## config.mk

```make
export PLATFORM = sky130hd
export DESIGN_NAME = sign_extend
export DESIGN_NICKNAME = d
export VERILOG_FILES = /design/src/rtl/sign_extend_pkg.sv /design/src/rtl/sign_extend.sv
export SDC_FILE = /design/constraint.sdc
export NUM_CORES = 1
export LEC_CHECK = 0
export CAP_MARGIN = 20
export CORE_UTILIZATION = 38
export DETAILED_ROUTE_END_ITERATION = 12
export PLACE_DENSITY = 0.79
export REMOVE_ABC_BUFFERS = 1
export SYNTH_ARGS = -nofsm -noshare
export SYNTH_HDL_FRONTEND = slang
export SYNTH_SLANG_ARGS = --single-unit
```

## constraint.sdc

```tcl
create_clock -name clk -period 1.4 [get_ports clk]
set_input_delay 0.28 -clock clk [delete_from_list [all_inputs] [get_ports clk]]
set_output_delay 0.28 -clock clk [all_outputs]
set_load 0.005 [all_outputs]
```

## src/rtl/sign_extend_pkg.sv

```systemverilog
// Shared rv32i immediate-generation constants and per-format extraction helpers.
// The control decoder imports the same format encodings.
package sign_extend_pkg;

    localparam int INSTR_WIDTH = 32;
    localparam int SRC_WIDTH   = 25;
    localparam int IMM_WIDTH   = 32;

    typedef enum logic [2:0] {
        IMM_I = 3'b000,
        IMM_S = 3'b001,
        IMM_B = 3'b010,
        IMM_J = 3'b011,
        IMM_U = 3'b100
    } imm_fmt_e;

    // Each helper receives instr[31:7] as s, so instr[n] == s[n-7].
    function automatic logic [IMM_WIDTH-1:0] imm_i(input logic [SRC_WIDTH-1:0] s);
        return {{20{s[24]}}, s[24:13]};
    endfunction

    function automatic logic [IMM_WIDTH-1:0] imm_s(input logic [SRC_WIDTH-1:0] s);
        return {{20{s[24]}}, s[24:18], s[4:0]};
    endfunction

    function automatic logic [IMM_WIDTH-1:0] imm_b(input logic [SRC_WIDTH-1:0] s);
        return {{19{s[24]}}, s[24], s[0], s[23:18], s[4:1], 1'b0};
    endfunction

    function automatic logic [IMM_WIDTH-1:0] imm_j(input logic [SRC_WIDTH-1:0] s);
        return {{11{s[24]}}, s[24], s[12:5], s[13], s[23:14], 1'b0};
    endfunction

    function automatic logic [IMM_WIDTH-1:0] imm_u(input logic [SRC_WIDTH-1:0] s);
        return {s[24:5], 12'b0};
    endfunction

endpackage

```

## src/rtl/sign_extend.sv

```systemverilog
// rv32i immediate generator: combinational sign-extended immediate plus an
// enable-gated registered copy for multi-cycle consumers.
module sign_extend
    import sign_extend_pkg::*;
#(
    parameter int XLEN = 32
) (
    input  logic                 clk,
    input  logic                 rst,
    input  logic [SRC_WIDTH-1:0] src,
    input  logic [2:0]           imm_src,
    input  logic                 en,
    output logic [XLEN-1:0]      imm_signed,
    output logic [XLEN-1:0]      imm_signed_q
);

    logic [XLEN-1:0] w_imm;
    logic [XLEN-1:0] r_imm_q;

    // NOTE: w_imm gets a default before the case so no path leaves it
    // unassigned, which would otherwise infer a latch.
    always_comb begin
        w_imm = '0;
        case (imm_src)
            IMM_I:   w_imm = imm_i(src);
            IMM_S:   w_imm = imm_s(src);
            IMM_B:   w_imm = imm_b(src);
            IMM_J:   w_imm = imm_j(src);
            IMM_U:   w_imm = imm_u(src);
            default: w_imm = '0;  // reserved selects yield zero
        endcase
    end

    // NOTE: state is updated with non-blocking assignments and cleared by the
    // asynchronous reset, so the copy reads zero as soon as rst rises.
    always_ff @(posedge clk or posedge rst) begin
        if (rst) begin
            r_imm_q <= '0;
        end else if (en) begin
            r_imm_q <= w_imm;
        end
    end

    assign imm_signed   = w_imm;
    assign imm_signed_q = r_imm_q;

endmodule

```

**Word-level counts from Yosys, hierarchy flattened**

Cells that the tools add are included.

- Add/subtract/negate cells: 0
- Multipliers: 0
- Div/mod/pow operators: 0
- $lt $le $gt $ge: 0
- Eq/ne operators: 4
- Shifts and indexed selects: 0
- Muxes and demuxes: 1
- Bitwise operators: 0
- Reduce and logical (&&, ||, !) cells: 1

Operators with widths:

| kind | number |
|---|---|
| case mux 32 bit (5 select lines) | 1 |
| equality test 3 x 2 -> 1 bit (second input constant) | 2 |
| equality test 3 x 1 -> 1 bit (second input constant) | 1 |
| equality test 3 bit (second input constant) | 1 |
| logical NOT 3 bit | 1 |

- Flip-flop bits (word level): 32
- Latch bits: 0
- RAM bits: 0
- Bits in read-only memories: 0
- Bits of input ports: 31
- Output and inout port bits: 64
- Logic and storage cells: 7
- Memories kept: 0

**Depth between registers and ports, before layout**

Gate-level depths: netlist (run 1).

- Depth in word-level cells: 2
- Depth in mapped cells: 5
- Gate-level depth less buffers: 3

**Worst setup path after synthesis (run 1)**

No wires, ideal clock.

- Path kind: input to output
- From: in imm_src[1]
- To: out imm_signed[1]
- Data arrival time: 1.033 ns
- Data required time: 1.120 ns
- Path slack: 0.087 ns
- Cell stages on the path: 4
- Path buffers: 1
- Path through: buf_2 xor2_2 mux2i_1 nor2_1

- Cells in the longest elaborated chain, start to end: 2
- Elaborated cells between the ends (all ways): 6
- Classes of those cells: 4 x eq/ne; 1 x mux; 1 x reduce/logical

Ends and longest elaborated chain:

| what | RTL line | RTL |
|---|---|---|
| start, declared | sign_extend.sv:11 | `input logic [2:0] imm_src,` |
| equality test 3 bit, or another cell as far along | sign_extend.sv:24 | `case (imm_src)` |
| case mux 32 bit (5 select lines) (*) | sign_extend.sv:24 |  |
| end, declared | sign_extend.sv:13 | `output logic [XLEN-1:0] imm_signed,` |

Every way passes the cells marked *; elsewhere a longest branch is shown, timed or not.

**Final worst setup path (run 1)**

- From: in imm_src[1]
- To: out imm_signed[27]

Same word-level chain as after synthesis.

==> results of run 1 <==
==> layer usage <==
metal | vias to the layer above | wire (um)
met1 | 1166 | 3750
met2 | 160 | 5240
met4 | 0 | 714
li1 | 952 | -
met5 | - | 0
met3 | 64 | 667
==> cells in the final DEF, fill, tap and decap left out <==
cell type        synthesis  routed
mux2_4                  10      11
clkinvlp_4               0       1
clkdlybuf4s50_1          0       9
o22ai_1                  5       3
nor2b_1                  9       1
mux2_2                   9       9
a31oi_2                  0       2
o22ai_4                  0       1
clkdlybuf4s15_2          0       4
dlygate4sd2_1            0      45
nor2b_4                  0       8
a21o_1                  11      11
a31oi_4                  0      15
buf_2                    6      26
clkbuf_8                 0       7
buf_12                   0       4
clkbuf_2                 2       2
buf_6                    2      29
buf_8                    0       2
and2_4                   0       1
dlymetal6s2s_1           0       2
inv_1                    7       6
nor3b_4                  1       3
o22ai_2                  0       1
clkdlybuf4s15_1          0       2
nor3_4                   0       1
o21ai_1                  1       1
dfrtp_1                 32      32
xor2_2                   1       1
nand2_1                  8       8
nand2b_1                 1       1
nor2_1                  13      11
buf_4                    1      79
a31oi_1                 24       7
nor2_2                   0       2
mux2i_4                  0       6
==> through the flow <==
step	TNS, ns	cell area, um^2	util [%]
after detailed placement	-39.15	2920	67.6
after floorplan	0	1630	-
after global placement	-37.61	2920	67.6
final	-4.96	3970	91.8
after CTS	-2.24	3710	85.8
after global routing	-5.52	3970	91.8
==> area by class of cell <==
class / count / area (um^2)
fill: 166 / 355
tap: 52 / 65.1
timing repair buffer: 204 / 1740
inverter: 7 / 30.0
clock buffer: 7 / 96.3
multi-input combinational: 104 / 1230
sequential: 32 / 801
==> power groups by stage <==
stage          sequential (mW)  combinational (mW)  clock, mW
2_1_floorplan             1.09               0.254          0
3_3_place_gp              1.09               0.849          0
3_5_place_dp              1.09               0.867          0
4_1_cts                   1.07                1.02      0.781
5_1_grt                   1.09                1.29      0.858
6_report                  1.09                1.25      0.813
==> worst register-to-register path, cell delays in order, from the launching register on <==
cell and delay [ns]:
dfrtp_1 0.42, buf_4 0.16, mux2_2 0.27
==> cell usage after synthesis, types with 2 or more instances <==
library cell and instances:
nor3b_2 2, dfrtp_1 32, mux2i_1 6, nor2b_1 9
a21o_1 11, clkbuf_2 2, buf_6 2, mux2_2 9
inv_1 7, buf_2 6, clkbuf_1 2, mux2_4 10
o22ai_1 5, nand2_1 8, a31oi_1 24, nor2_1 13
==> worst paths after layout <==
check / startpoint / endpoint / slack, ns / depth (start not counted)
setup / recovery: imm_src[1] / imm_signed[27] / -0.27 / 8
hold / removal: rst / imm_signed_q[25]$_DFFE_PP0P_ / 0.34 / 3
setup reg to reg: imm_signed_q[8]$_DFFE_PP0P_ / imm_signed_q[8]$_DFFE_PP0P_ / 0.44 / 2
hold reg to reg: imm_signed_q[10]$_DFFE_PP0P_ / imm_signed_q[10]$_DFFE_PP0P_ / 0.50 / 1
max in group asynchronous: rst / imm_signed_q[1]$_DFFE_PP0P_ / 0.82 / 3
min in group clk: src[24] / imm_signed_q[31]$_DFFE_PP0P_ / 0.42 / 3
==> what timing repair did <==
| item | CTS | global route |
|---|---|---|
| resized for setup | 259 | 40 |
| pin swaps | 33 | 18 |
| endpoints found under the setup margin | 88 | 35 |
| buffers inserted | 62 | 16 |
| gates cloned | 0 | 0 |
==> kinds of logic after synthesis <==
family                    Yosys count
and+or+nand+nor                    36
muxes                              26
AOI/OAI and AO/OA                  41
DFF                                32
buffers and inverters              20
xor gates and xnor gates            1
==> impl_metrics.env, run 1 <==
export IMPL_wl_per_cell_um=25.5
export IMPL_path_class="in2out"
export IMPL_antenna_left=0
export IMPL_dpl_hpwl_um=3960
export IMPL_slowest_delay_ns=0.26
export IMPL_clk_latency_ns=0.29
export IMPL_grt_overflow_total=0
export IMPL_grt_pass1_wl_um=13300
export IMPL_die_w_um=69.1
export IMPL_fin_crit_sh_pct=119
export IMPL_pre_cts_slack_ns=-0.987
export IMPL_critPathBufInv=6
export IMPL_cts_buffers=5
export IMPL_path_cells="buf_6, buf_6, nor3b_4, buf_6, buf_6, buf_6, a21o_1, buf_2"
export IMPL_crit_arrival_ns=1.39
export IMPL_power_total_mw=3.15
export IMPL_synth_compound_gate_area_share_pct=15.7
export IMPL_synth_area_leaders="dfrtp_1, a31oi_1, mux2_4"
export IMPL_synth_xor_area_share_pct=0.952
export IMPL_grt_pass1_vias=2372
export IMPL_yosysUniqueCellTypes=24
export IMPL_rsz0062_at_grt="yes"
export IMPL_antennaDiodeCount=0
export IMPL_dp_cells=326
export IMPL_synth_simple_area_share_pct=11.5
export IMPL_routed_via_density=5.77
export IMPL_clock_power_share_pct=25.8
export IMPL_htree_num_levels=2
export IMPL_leakagePower_nw=2.05
export IMPL_die_height_um=69.1
export IMPL_violations="negative setup slack"
export IMPL_setup_violations=31
export IMPL_hp_class="in2async"
export IMPL_synth_mux_area_share_pct=18.9
export IMPL_largest_reg_flops=32
export IMPL_path_delay_family="buffers and inverters"
export IMPL_hold_viol_final=0
export IMPL_layout_cells_non_filler=406
export IMPL_critPathRequiredTime_ns=1.12
export IMPL_start_util_pct=39.5
export IMPL_rows=24
export IMPL_slew_violations=0
export IMPL_grtUsageTotal_pct=37.4
export IMPL_area_delta_synth_final_pct=132
export IMPL_io_pins=95
export IMPL_synth_edff_count=0
export IMPL_cp_common_cell="buf_6"
export IMPL_p_sw_mw=0.992
export IMPL_core_um2=4320
export IMPL_combPwrFrac_pct=39.6
export IMPL_path_clk_slew_ns=0.08
export IMPL_yosys_register_bits=32
export IMPL_synthCells=156
export IMPL_tritoncts="done"
export IMPL_grt_max_degree=42
export IMPL_worstPathMaxFanout=3
export IMPL_intPower_mw=2.16
export IMPL_root_buffer="clkbuf_8"
export IMPL_antenna_found_initial=0
export IMPL_peakVddDrop_mv=0.780
export IMPL_dominantRegCellSynth="dfrtp_1"
export IMPL_synth_top_area_share_pct=46.9
export IMPL_dr_total_vias=2342
export IMPL_critPathLaunchType="input port"
export IMPL_synth_top_area_cell="dfrtp_1"
export IMPL_cap_violations=0
export IMPL_worst_clock_skew_ns=0
export IMPL_power_per_cell_area_nw_per_um2=793
export IMPL_met3_usage_pct=7.02
export IMPL_seq_area_frac_synth_pct=46.9
export IMPL_use_met2_pct=61.8
export IMPL_seqPwrFrac_pct=34.5
export IMPL_port_buffers=94
export IMPL_cts_buffer_depth=2
export IMPL_drt_initial_drc_count=199
export IMPL_final_nets=385
export IMPL_dieArea_um2=4770
export IMPL_drc=0
export IMPL_synth_avg_cell_area_um2=11.0
export IMPL_drtPass1Iterations=4
export IMPL_synth_fa_ha_area_share_pct=0
export IMPL_relSlewSlack_pct=77.8
export IMPL_status="finished with violations"
export IMPL_crit_slowest_cell="nor3b_4"
export IMPL_min_period_ns=1.67
export IMPL_fmax_mhz=600
export IMPL_busiest_layer="met2"
export IMPL_fin_hold_ws_ns=0.344
export IMPL_worst_slew_pin_slew_ns=0.333
export IMPL_synth_top_family_by_area="multiplexers"
export IMPL_wl_um=10400
export IMPL_setup_slack_ns=-0.266
export IMPL_netlist_area_um2=1710
export IMPL_endpoint_kind="output pin"
export IMPL_gp_congestion=0.833
export IMPL_grt_use_met1_pct=42.3
export IMPL_drive_above_1_share_pct=60.7
export IMPL_cts_sinks=32
export IMPL_switching_share_pct=31.5
export IMPL_async_flop_share_pct=100
export IMPL_ys_warn_count=0
export IMPL_cts_hold_buffers=0
Power figures use the tool's default switching activity.
==> run 2, diff against run 1 <==
--- a/config.mk
+++ b/config.mk
@@ -8,6 +8,7 @@
 export CAP_MARGIN = 20
 export CORE_UTILIZATION = 38
 export DETAILED_ROUTE_END_ITERATION = 12
+export GPL_ROUTABILITY_DRIVEN = 0
 export PLACE_DENSITY = 0.79
 export REMOVE_ABC_BUFFERS = 1
 export SYNTH_ARGS = -nofsm -noshare
==> results of run 2 <==
No change in the layout: final DEF, timing and power equal those of run 1.
